--- config.mk ---
export PLATFORM = sky130hd
export DESIGN_NAME = time_counter_bcd
export DESIGN_NICKNAME = d
export VERILOG_FILES = /design/src/rtl/clock_pkg.sv /design/src/rtl/bcd_mod_counter.sv /design/src/rtl/time_counter_bcd.sv
export SDC_FILE = /design/constraint.sdc
export NUM_CORES = 1
export LEC_CHECK = 0
export BUFFER_PORTS_ARGS = -buffer_cell sky130_fd_sc_hd__buf_4
export CAP_MARGIN = 30
export CORE_UTILIZATION = 54
export DETAILED_ROUTE_END_ITERATION = 8
export GPL_ROUTABILITY_DRIVEN = 0
export GPL_TIMING_DRIVEN = 0
export HOLD_SLACK_MARGIN = 0.02
export PLACE_DENSITY_LB_ADDON = 0.1
export REMOVE_ABC_BUFFERS = 1
export SLEW_MARGIN = 20
export SYNTH_ARGS = -nofsm -noshare
export SYNTH_HDL_FRONTEND = slang
export SYNTH_SLANG_ARGS = --single-unit
--- constraint.sdc ---
create_clock -name clk -period 5.7 [get_ports clk]
set_input_delay 1.14 -clock clk [delete_from_list [all_inputs] [get_ports clk]]
set_output_delay 1.14 -clock clk [all_outputs]
set_load 0.01 [all_outputs]
--- src/rtl/clock_pkg.sv ---
// Shared BCD time types and helpers for the digital clock.
// Used by the time counter, display and alarm blocks.
package clock_pkg;

  typedef logic [7:0] bcd2_t;

  localparam bcd2_t BCD_00 = 8'h00;
  localparam bcd2_t BCD_01 = 8'h01;
  localparam bcd2_t BCD_11 = 8'h11;
  localparam bcd2_t BCD_12 = 8'h12;
  localparam bcd2_t BCD_23 = 8'h23;
  localparam bcd2_t BCD_59 = 8'h59;

  // both digits decimal and value not above max
  function automatic logic bcd_valid(
    input bcd2_t v,
    input bcd2_t max
  );
    return (v[7:4] <= 4'd9) &&
           (v[3:0] <= 4'd9) &&
           (v <= max);
  endfunction

  // +1 with decimal carry from units to tens
  function automatic bcd2_t bcd_inc(input bcd2_t v);
    if (v[3:0] == 4'd9)
      return {v[7:4] + 4'd1, 4'd0};
    else
      return {v[7:4], v[3:0] + 4'd1};
  endfunction

endpackage

--- src/rtl/bcd_mod_counter.sv ---
// Two-digit BCD modulo counter, 00..MAX_BCD.
// wrap flags that an enabled count rolls over this cycle.
module bcd_mod_counter
  import clock_pkg::*;
#(
  parameter bcd2_t MAX_BCD = BCD_59
) (
  input  logic  clk,
  input  logic  rst,
  input  logic  en,
  input  logic  clr,
  input  logic  load,
  input  bcd2_t d,
  output bcd2_t q,
  output logic  wrap
);

  assign wrap = en && (q == MAX_BCD);

  // count register: rst > load > clr > en
  always_ff @(posedge clk) begin
    if (rst)
      q <= BCD_00;
    else if (load)
      q <= d;
    else if (clr)
      q <= BCD_00;
    else if (en)
      q <= wrap ? BCD_00 : bcd_inc(q);
  end

endmodule

--- src/rtl/time_counter_bcd.sv ---
// HH:MM:SS BCD time-of-day counter with load,
// set buttons and carry/rollover pulses.
module time_counter_bcd
  import clock_pkg::*;
#(
  parameter bit H24 = 1'b1
) (
  input  logic       clk,
  input  logic       rst,
  input  logic       tick,
  input  logic       load,
  input  logic [7:0] ld_hh,
  input  logic [7:0] ld_mm,
  input  logic [7:0] ld_ss,
  input  logic       ld_pm,
  input  logic       inc_min,
  input  logic       inc_hr,
  output logic [7:0] hh,
  output logic [7:0] mm,
  output logic [7:0] ss,
  output logic       pm,
  output logic       min_carry,
  output logic       hr_carry,
  output logic       day_wrap,
  output logic       load_err
);

  logic  hh_ok;
  logic  ld_valid;
  logic  ld_ok;
  logic  inc_go;
  logic  inc_min_go;
  logic  inc_hr_go;
  logic  tick_go;
  logic  ss_wrap;
  logic  mm_wrap;
  logic  mm_en;
  logic  hr_tick;
  logic  hr_step;
  bcd2_t hh_nxt;
  logic  pm_nxt;
  logic  day_evt;

  // 12h mode has no hour 00
  assign hh_ok = H24 ?
    bcd_valid(ld_hh, BCD_23) :
    (bcd_valid(ld_hh, BCD_12) &&
     (ld_hh != BCD_00));

  assign ld_valid = hh_ok &&
    bcd_valid(ld_mm, BCD_59) &&
    bcd_valid(ld_ss, BCD_59);

  // a load, valid or not, swallows set and tick
  assign ld_ok      = load && ld_valid;
  assign inc_go     = !load && (inc_min || inc_hr);
  assign inc_min_go = !load && inc_min;
  assign inc_hr_go  = !load && inc_hr;
  assign tick_go    = !load && !inc_go && tick;

  assign mm_en   = inc_min_go || (tick_go && ss_wrap);
  assign hr_tick = tick_go && ss_wrap && mm_wrap;
  assign hr_step = inc_hr_go || hr_tick;

  bcd_mod_counter #(
    .MAX_BCD (BCD_59)
  ) u_ss (
    .clk  (clk),
    .rst  (rst),
    .en   (tick_go),
    .clr  (inc_min_go),
    .load (ld_ok),
    .d    (ld_ss),
    .q    (ss),
    .wrap (ss_wrap)
  );

  bcd_mod_counter #(
    .MAX_BCD (BCD_59)
  ) u_mm (
    .clk  (clk),
    .rst  (rst),
    .en   (mm_en),
    .clr  (1'b0),
    .load (ld_ok),
    .d    (ld_mm),
    .q    (mm),
    .wrap (mm_wrap)
  );

  // next hour and pm under 12/24 rules
  always_comb begin
    hh_nxt  = bcd_inc(hh);
    pm_nxt  = pm;
    day_evt = 1'b0;
    if (H24) begin
      if (hh == BCD_23) begin
        hh_nxt  = BCD_00;
        day_evt = 1'b1;
      end
    end else begin
      unique case (1'b1)
        (hh == BCD_12): hh_nxt = BCD_01;
        (hh == BCD_11): begin
          hh_nxt  = BCD_12;
          pm_nxt  = ~pm;
          day_evt = pm;
        end
        default: ;
      endcase
    end
  end

  // hours and pm register
  always_ff @(posedge clk) begin
    if (rst) begin
      hh <= H24 ? BCD_00 : BCD_12;
      pm <= 1'b0;
    end else if (ld_ok) begin
      hh <= ld_hh;
      pm <= H24 ? 1'b0 : ld_pm;
    end else if (hr_step) begin
      hh <= hh_nxt;
      pm <= pm_nxt;
    end
  end

  // one-cycle event pulses
  always_ff @(posedge clk) begin
    if (rst) begin
      min_carry <= 1'b0;
      hr_carry  <= 1'b0;
      day_wrap  <= 1'b0;
      load_err  <= 1'b0;
    end else begin
      min_carry <= tick_go && ss_wrap;
      hr_carry  <= hr_tick;
      day_wrap  <= hr_tick && day_evt;
      load_err  <= load && !ld_valid;
    end
  end

endmodule

# Word level (Yosys, flattened, before mapping)
# Cells that the tools add are included.
[classes] addsub=6 mux=14 eq_ne=6 n_lt_le_gt_ge=9 n_reduce_logical=35
[op_table] operator="8-bit two-way mux" n=13
[op_table] operator="4-bit by 1-bit adder with 4-bit output, second input constant" n=6
[op_table] operator="4-bit less-or-equal comparator, second input constant" n=6
[op_table] operator="1-bit logical AND" n=20
[op_table] operator="8-bit by 7-bit equality test with 1-bit output, second input constant" n=2
[op_table] operator="8-bit by 7-bit less-or-equal comparator with 1-bit output, second input constant" n=2
[op_table] operator="4-bit equality test, second input constant" n=3
[op_table] operator="3-bit nonzero test" n=3
[op_table] operator="8-bit by 6-bit equality test with 1-bit output, second input constant" n=1
[op_table] operator="8-bit by 6-bit less-or-equal comparator with 1-bit output, second input constant" n=1
[op_table] operator="2-bit AND reduction" n=3
[op_table] operator="2-bit nonzero test" n=2
[op_table] operator="4-bit nonzero test" n=1
[op_table] operator="1-bit logical NOT" n=3
[op_table] operator="1-bit logical OR" n=3
[op_table] operator="1-bit two-way mux" n=1
[totals] output_inout_bits=29 inputBits=31 ff_bits=28

# Longest topological paths before layout
# Gate-level depths: netlist of the first run.
[logic_depth] depth_word=13 ltp_mapped=10 mapped_depth_nobuf=7

# Hierarchy
# A second synthesis of the first run with hierarchy kept.
[hier_totals] hier_cells=227 area_unflattened_um2=1950.6
[modules_own_cells] module="bcd_mod_counter" area_per_inst_um2=575.6 cells_per_inst=69 n_inst=2
[modules_own_cells] module="time_counter_bcd" area_per_inst_um2=799.5 cells_per_inst=89 n_inst=1

# Least setup slack after synthesis of the first run
# Ideal clock, no wire load.
[synth_path] path_kind="input to register" from="in load" to="reg hh[2]" path_slack_ns=3.010 arrival_time_ns=2.599 stages=6 path_buffers=1 t_required_ns=5.609 path_cell_list="nor4b_4 and2_1 buf_4 a31oi_1 or4_1 a311oi_1"
[synth_via] elab_chain_len=12 elab_cells_between_ends=16 cone_classes="1 x mux; 15 x reduce/logical"
[synth_lines] element="start: declaration" line_no="time_counter_bcd.sv:11" text="input logic load,"
[synth_lines] element="1-bit logical NOT"
[synth_lines] element="1-bit logical AND" line_no="time_counter_bcd.sv:56" text="assign inc_go = !load && (inc_min || inc_hr);"
[synth_lines] element="1-bit logical NOT" line_no="time_counter_bcd.sv:59" text="assign tick_go = !load && !inc_go && tick;"
[synth_lines] element="1-bit logical AND (2 in series)" line_no="time_counter_bcd.sv:59"
[synth_lines] element="1-bit logical AND" line_no="bcd_mod_counter.sv:18" text="assign wrap = en && (q == MAX_BCD);"
[synth_lines] element="1-bit logical AND" line_no="time_counter_bcd.sv:61, time_counter_bcd.sv:62"
[synth_lines] element="1-bit logical OR" line_no="time_counter_bcd.sv:61" text="assign mm_en = inc_min_go || (tick_go && ss_wrap);"
[synth_lines] element="1-bit logical AND" line_no="bcd_mod_counter.sv:18"
[synth_lines] element="1-bit logical AND" line_no="time_counter_bcd.sv:62" text="assign hr_tick = tick_go && ss_wrap && mm_wrap;"
[synth_lines] element="1-bit logical OR" line_no="time_counter_bcd.sv:63" text="assign hr_step = inc_hr_go || hr_tick;"
[synth_lines] element="2-bit nonzero test (no line)"
[synth_lines] element="end signal: assignment" line_no="time_counter_bcd.sv:117" text="hh <= H24 ? BCD_00 : BCD_12;"
[synth_lines] element="end signal: assignment" line_no="time_counter_bcd.sv:120" text="hh <= ld_hh;"
[synth_lines] element="end signal: assignment" line_no="time_counter_bcd.sv:123" text="hh <= hh_nxt;"
[synth_lines] element="end: declaration" line_no="time_counter_bcd.sv:18" text="output logic [7:0] hh,"
# Parallel ways exist; a longest one is shown, timed or not.
# A chain may end at the register's enable or synchronous reset.

# Worst setup path in the final report of the first run
# Same ends and word-level chain as after synthesis.

==> reports/qor.yml, run 1 <==
synthArstFlopShare_pct: 0
crit_type: "in -> reg"
ir_worst_vdd_uv: 110
switching_share_pct: 26.5
clkPwrFrac_pct: 25.0
wl_mm: 4.35
p_int_mw: 0.252
yosysUniqueCellTypes: 47
rsz0062_at_grt: "false"
hold_path.class: "reg -> reg"
via_per_inst: 5.84
synth_edf_count: 0
placed_cell_area_um2: 2200
die_h_um: 59.3
p_switching_mw: 0.0910
tightest_slew_ns: 0.836
syn_inst: 224
pwr-share-seq_pct: 59.7
finalSetupViolations: 0
yosys-top-cells-count: "28 x dfxtp_1, 25 x nor2_1, 17 x nand2_1, 15 x o21ai_0, 14 x nor3_1"
first_iter_violations: 93
grt_pass1_wl_mm: 6.93
globalRouteOverflowTotal: 0
clkSinkCount: 28
yosysTopAreaCell: "dfxtp_1"
coreArea_um2: 3080
post-cts-setup-buffers: 0
clockBufferDepth: 2
diodes: 0
fmax_mhz: 339
fin_crit_ns: 2.95
stdcell_area_um2: 2230
dieWidth_um: 59.3
yosys_warnings: 0
synth_area_um2: 1770
synth_area_leaders: "dfxtp_1 32%, ha_1 8.5%, nor2_1 5.3%"
antenna_found_initial: 0
synth_most_common_cell: "dfxtp_1"
cts_inserted_buffers: 3
hold_viol_final: 0
yosys_most_used_dff: "dfxtp_1"
nets: 316
cts_tree: "yes"
first_pass_iters: 4
critPathMaxFanout: 11
powerDensity_nw_per_um2: 154
worstSetupEndpointType: "flop"
dp_hpwl_mm: 3.21
leakagePower_nw: 0.925
crit_required_ns: 5.96
grtUsageTotal_pct: 26.0
cts_hold_buf: 0
rows: 20
drive_above_1_share_pct: 25.8
drc: 0
cp.arrival_ns: 3.21
setup.worst_path.start_class: "primary input"
area_growth_pct: 25.6
avgSynthCellArea_um2: 7.91
htree_levels: 1
tns_ns: 0
cts-resized-gates: 0
portBuffers: 57
start_util_pct: 57.6
vias: 1839
cap_violations: 0
skew_ns: 0.0128
clock-root-buffer: "clkbuf_4"
ys_ff_latch: 28
combPwrFrac_pct: 15.2
yosysSeqAreaShare_pct: 31.6
status: "finished clean"
wl_per_cell_um: 13.8
die_area_um2: 3510
clkLatencyLatePin_ns: 0.34
grt_pass1_vias: 1612
pin_count: 60
period_share_pct: 51.7
slew_headroom_pct: 44.0
ant_nets: 0
path_clk_slew_ns: 0.14
grt_max_degree: 24
yosys.area.top_type_share_pct: 31.6
drv_slew: 0
==> critical path, stage by stage <==
cell	delay, ns
buf_4	0.14
nor4b_4	0.45
and2_1	0.33
a31oi_1	0.34
or4_1	0.56
a311oi_1	0.24
==> power by group through the flow <==
stage	Clock, mW	Combinational, mW	Sequential, mW
floorplan	0	0.0192	0.210
global placement	0	0.0510	0.209
detailed placement	0	0.0524	0.209
CTS	0.0867	0.0526	0.205
global route	0.0935	0.0584	0.206
finish	0.0860	0.0523	0.205
==> registers in the layout, summed over array words and instances, names as in the netlist <==
name / count
u_mm.q: 8
day_wrap: 1
min_carry: 1
hr_carry: 1
u_ss.q: 8
hh: 8
load_err: 1
==> logic make-up after synthesis <==
family	share of synthesized area, %
AO/OA/AOI/OAI	18.1
XOR/XNOR	0.494
adder cells (fa/ha/maj)	8.47
buffers and inverters	5.23
flip-flops	31.6
multiplexers	1.84
other	0.212
AND/OR/NAND/NOR	34.0
==> metal layers <==
metal  global-route usage, %  vias up  routed length [um]
met3                    3.06        7                 210
li1                        -      916                   -
met4                    11.6        0                  65
met2                    44.0       66                2090
met1                    33.1      850                1980
met5                       0        -                   0
==> placed cells by master (no fill, tap or decap), types with 2 or more instances in the layout <==
cell      Yosys  final
nand4_1       4      4
or4_1         2      2
buf_4         2     57
and3b_1       4      4
and2_1        4      4
dfxtp_1      28     28
nand3b_1      3      3
nor4_1        9      9
nor2b_1       3      3
and4_1        2      2
nor2_1       25     25
clkbuf_4      0      3
a31oi_1       5      5
nand3_1       7      7
o21ai_0      15     15
a211oi_1      7      7
nand2b_1      2      2
and3_1        2      2
a21oi_1       7      7
a311oi_1      5      5
nand2_1      17     17
mux2_2        2      2
inv_1         8      8
ha_1         12     12
o31ai_1       2      2
or3_1         2      2
nor3_1       14     14
==> area by class of cell <==
| cell class | instances | area, um2 |
|---|---|---|
| Multi-Input combinational cell | 174 | 1120 |
| Fill cell | 272 | 852 |
| Sequential cell | 28 | 561 |
| Timing Repair Buffer | 58 | 439 |
| Tap cell | 44 | 55.1 |
| Inverter | 8 | 30.0 |
| Clock buffer | 3 | 22.5 |
==> worst paths after layout <==
kind,from,endpoint,slack (ns),depth (start not counted)
hold reg to reg,hh[7],hh[7],0.53,1
setup reg to reg,u_ss.q[1],hh[3],3.22,7
hold / removal,hh[7],hh[7],0.53,1
setup / recovery,load,hh[2],2.75,6
==> per-stage QoR <==
step	cells	total power, mW	setup WS [ns]	utilization (%)	hold slack, ns
6_report	315	0.343	2.75	72.3	0.534
5_1_grt	315	0.358	2.55	72.3	0.563
4_1_cts	315	0.344	2.76	72.3	0.536
3_5_place_dp	312	0.262	2.40	71.6	0.514
3_3_place_gp	311	0.260	2.40	71.2	0.512
2_1_floorplan	210	0.229	2.83	-	0.529
No activity file was read; power rests on OpenSTA's default activity.
==> run 2: changes to the inputs <==
Settings changed: CORE_UTILIZATION 54 to 50.
Clock period 5.7 ns to 2.9 ns, I/O delays scaled along.
==> run 2 against run 1 <==
Compared with the run above: combinational power rose by 95%; global-route usage decreased by 1.6 points; via count is 1.3% lower; clock-buffer cell count stayed put; critical path depth unchanged; sequential share of layout area decreased by 0.36 points; total power increased by 120%; sequential power increased by 97%; wire length is essentially flat; setup slack got worse by 2.4 ns; critical path type is now reg -> reg; largest cell class unchanged; highest routed layer unchanged.
==> reports/qor.yml, run 2 (synthesis results as in run 1) <==
die_area_um2: 3790
clock-root-buffer: "clkbuf_4"
vias: 1815
cts-resized-gates: 0
die_h_um: 61.5
status: "finished clean"
setup.worst_path.start_class: "flop"
fmax_mhz: 400
clkPwrFrac_pct: 34.4
pwr-share-seq_pct: 52.3
first_iter_violations: 106
finalSetupViolations: 0
reg2regPathDepth: 6
ff2ff_setup_slack_ns: 0.40
grt_pass1_vias: 1608
grtUsageTotal_pct: 24.5
coreArea_um2: 3360
worstHoldStart: "ld_ss[4]"
clkSinkCount: 28
path_clk_slew_ns: 0.17
r2r-start: "u_ss.q[0]"
fin_ws_ns: 0.398
post-cts-setup-buffers: 0
cts_hold_buf: 0
layout_common_cells: "57 x buf_4, 28 x dfxtp_1, 25 x nor2_1"
tns_ns: 0
clockBufferDepth: 2
holdPathEnd: "u_ss.q[4]"
wl_mm: 4.35
fin_cells: 318
drive_above_1_share_pct: 26.1
rows: 21
globalRouteOverflowTotal: 0
combPwrFrac_pct: 13.3
switching_share_pct: 23.8
hold_viol_final: 0
cap_violations: 0
stdcell_area_um2: 2260
p_switching_mw: 0.183
hold_depth: 3
p_int_mw: 0.587
htree_levels: 1
nets: 316
cp.arrival_ns: 2.75
ir_worst_vdd_uv: 218
r2r-end: "hh[2]"
cts_inserted_buffers: 3
placedCellCount: 314
fill_cells: 352
antenna_found_initial: 0
dp_slack_ns: 0.147
crit_required_ns: 3.15
fin_crit_ns: 2.50
critPathMaxFanout: 11
placed_cell_area_um2: 2210
multi_input_area_um2: 1120
top_regs: "hh (8), u_mm.q (8), u_ss.q (8)"
area_growth_pct: 27.5
pin_count: 60
worstSetupEndpointType: "flop"
via_per_inst: 5.71
diodes: 0
leakagePower_nw: 0.939
drv_slew: 0
start_util_pct: 52.7
portBuffers: 57
period_share_pct: 86.3
mostFrequentLayoutCell: "buf_4"
dieWidth_um: 61.5
first_pass_iters: 5
grt_pass1_wl_mm: 6.97
skew_ns: 0.0166
wl_per_cell_um: 13.7
cts_tree: "yes"
tightest_slew_ns: 0.814
rsz0062_at_grt: "false"
dp_hpwl_mm: 3.20
seqCellArea_um2: 561
ant_nets: 0
slew_headroom_pct: 45.5
grt_max_degree: 24
hold_path.class: "in -> reg"
clkLatencyLatePin_ns: 0.34
powerDensity_nw_per_um2: 341
crit_type: "reg -> reg"
drc: 0
-- run 2: metal layers --
metal	vias up	share of wire (%)	track usage [%]	wire length [um]
met5	-	0	0	0
met4	0	0.87	8.25	38
met3	4	5.4	4.20	235
met2	57	48	41.0	2090
met1	837	46	31.7	1990
li1	917	-	-	-
-- run 2: stage by stage --
stage	utilization (%)	power [mW]	hold WS, ns
after global placement	65.3	0.512	0.513
after floorplan	-	0.451	0.529
after CTS	67.2	0.771	0.461
after detailed placement	65.6	0.514	0.518
final	67.2	0.770	0.461
after global routing	67.2	0.804	0.447
-- run 2: cell type report --
cell class | count | area share, %
clock buffer | 3 | 0.997
clock inverter | 1 | 1.33
inverter | 8 | 1.33
multi-input combinational | 174 | 49.5
sequential | 28 | 24.8
tap | 46 | 2.55
timing repair buffer | 58 | 19.4
-- run 2: power groups by stage --
stage / clock network [mW] / registers, mW / logic, mW
global placement: 0 / 0.411 / 0.101
CTS: 0.266 / 0.403 / 0.103
global route: 0.285 / 0.405 / 0.113
finish: 0.265 / 0.403 / 0.102
floorplan: 0 / 0.413 / 0.0378
detailed placement: 0 / 0.411 / 0.103
-- run 2: worst max path at each step --
| stage | startpoint | end | slack (ns) | cells after the start |
|---|---|---|---|---|
| finish | u_ss.q[0] | hh[2] | 0.40 | 6 |
| global route | u_ss.q[0] | hh[2] | 0.17 | 6 |
| CTS | u_ss.q[0] | hh[2] | 0.40 | 6 |
| detailed placement | load | hh[2] | 0.15 | 6 |
| global placement | load | hh[2] | 0.15 | 6 |
| floorplan | load | hh[2] | 0.59 | 5 |
-- run 2: critical path, stage by stage (launching register included) --
cell,delay [ns]
dfxtp_1,0.46
ha_1,0.21
and3b_1,0.28
and2_1,0.30
a31oi_1,0.33
or4_1,0.55
a311oi_1,0.27
==> run 3: changes to the inputs <==
Settings changed: PLACE_DENSITY set to 0.87, PLACE_DENSITY_LB_ADDON 0.1 to not set.
==> run 3 against run 2 <==
Compared with the run above: setup slack better by 0.044 ns; non-clock buffer count stayed put; clock power is 23% lower; final cell count stayed put; clock-buffer cell count is 1 higher; sequential share of layout area is 0.18 points higher; critical path type unchanged; largest power group unchanged.
==> reports/qor.yml, run 3 (synthesis results as in run 1) <==
ir_worst_vdd_uv: 169
dieWidth_um: 61.5
skew_ns: 0.0130
diodes: 0
grt_max_degree: 24
status: "finished clean"
setup.worst_path.start_class: "flop"
htree_levels: 1
drv_slew: 0
switching_share_pct: 26.3
tns_ns: 0
combPwrFrac_pct: 14.5
area_growth_pct: 26.6
hold_path.class: "in -> reg"
drive_above_1_share_pct: 26.1
clkPwrFrac_pct: 28.8
cap_violations: 0
path_clk_slew_ns: 0.17
cp.arrival_ns: 2.72
dp_hpwl_mm: 3.27
rsz0062_at_grt: "false"
post-cts-setup-buffers: 0
clock-root-buffer: "clkbuf_4"
leakagePower_nw: 0.932
layout_common_cells: "57 x buf_4, 28 x dfxtp_1, 25 x nor2_1"
wl_mm: 4.44
finalSetupViolations: 0
pwr-share-seq_pct: 56.8
coreArea_um2: 3360
drc: 0
grt_pass1_wl_mm: 7.05
cts-resized-gates: 0
die_area_um2: 3790
grtUsageTotal_pct: 24.9
crit_slowest_cell: "or4_1"
p_switching_mw: 0.187
via_per_inst: 5.84
crit_type: "reg -> reg"
hold_viol_final: 0
grt_pass1_vias: 1545
fmax_mhz: 407
first_iter_violations: 110
slew_headroom_pct: 48.9
clkLatencyLatePin_ns: 0.35
start_util_pct: 52.7
crit_chain: "ha_1 -> and3b_1 -> and2_1 -> a31oi_1 -> or4_1 -> a311oi_1"
die_h_um: 61.5
ant_nets: 0
powerDensity_nw_per_um2: 317
fin_crit_ns: 2.46
clockBufferDepth: 2
globalRouteOverflowTotal: 0
crit_required_ns: 3.17
mostFrequentLayoutCell: "buf_4"
critPathMaxFanout: 11
cts_inserted_buffers: 3
pin_count: 60
worstSetupEndpointType: "flop"
rows: 21
power_mw: 0.711
nets: 316
period_share_pct: 84.8
antenna_found_initial: 0
portBuffers: 57
first_pass_iters: 4
wl_per_cell_um: 14.0
clkSinkCount: 28
top_regs: "hh (8), u_mm.q (8), u_ss.q (8)"
tightest_slew_ns: 0.763
cts_hold_buf: 0
vias: 1857
cts_tree: "yes"
p_int_mw: 0.524
cpPeakStageDelay_ns: 0.54
run 3: final timing paths:
kind | from | to | slack [ns] | depth (start not counted)
worst max-delay path | u_ss.q[0] | hh[2] | 0.44 | 6
worst min-delay path | ld_ss[4] | u_ss.q[4] | 0.46 | 3
worst min register to register | hh[7] | hh[7] | 0.52 | 1
worst max register to register | u_ss.q[0] | hh[2] | 0.44 | 6
run 3: area by class of cell:
class / instances / area [um2]
Multi-Input combinational cell: 174 / 1120
Clock buffer: 4 / 36.3
Fill cell: 320 / 1120
Sequential cell: 28 / 561
Timing Repair Buffer: 58 / 439
Tap cell: 46 / 57.6
Inverter: 8 / 30.0
run 3: per-layer routing:
metal / GRT usage, % / share of wire, % / vias up
li1: - / - / 923
met4: 10.5 / 1.8 / 0
met1: 35.2 / 46 / 854
met3: 4.41 / 6.2 / 11
met2: 37.3 / 46 / 69
met5: 0 / 0 / -
run 3: worst max-delay path: cells and delay by family (launching register included):
family / cells / cell delay, ns
adder cells (fa/ha/maj): 1 / 0.20
flip-flops: 1 / 0.46
AND/OR/NAND/NOR: 3 / 1.13
AO/OA/AOI/OAI: 2 / 0.57
run 3: metrics by stage:
stage | utilization, % | std cells | hold slack, ns | area [um2] | setup slack (ns)
global placement | 65.3 | 313 | 0.508 | 2190 | 0.199
CTS | 66.7 | 318 | 0.459 | 2240 | 0.458
floorplan | - | 210 | 0.529 | 1710 | 0.595
detailed placement | 65.6 | 314 | 0.500 | 2210 | 0.132
finish | 66.7 | 318 | 0.456 | 2240 | 0.442
global route | 66.7 | 318 | 0.466 | 2240 | 0.266
run 3: power groups by stage:
stage	Clock (mW)	Sequential, mW	Combinational, mW
4_1_cts	0.205	0.403	0.103
5_1_grt	0.220	0.405	0.114
2_1_floorplan	0	0.413	0.0378
3_3_place_gp	0	0.411	0.101
6_report	0.204	0.403	0.103
3_5_place_dp	0	0.412	0.102
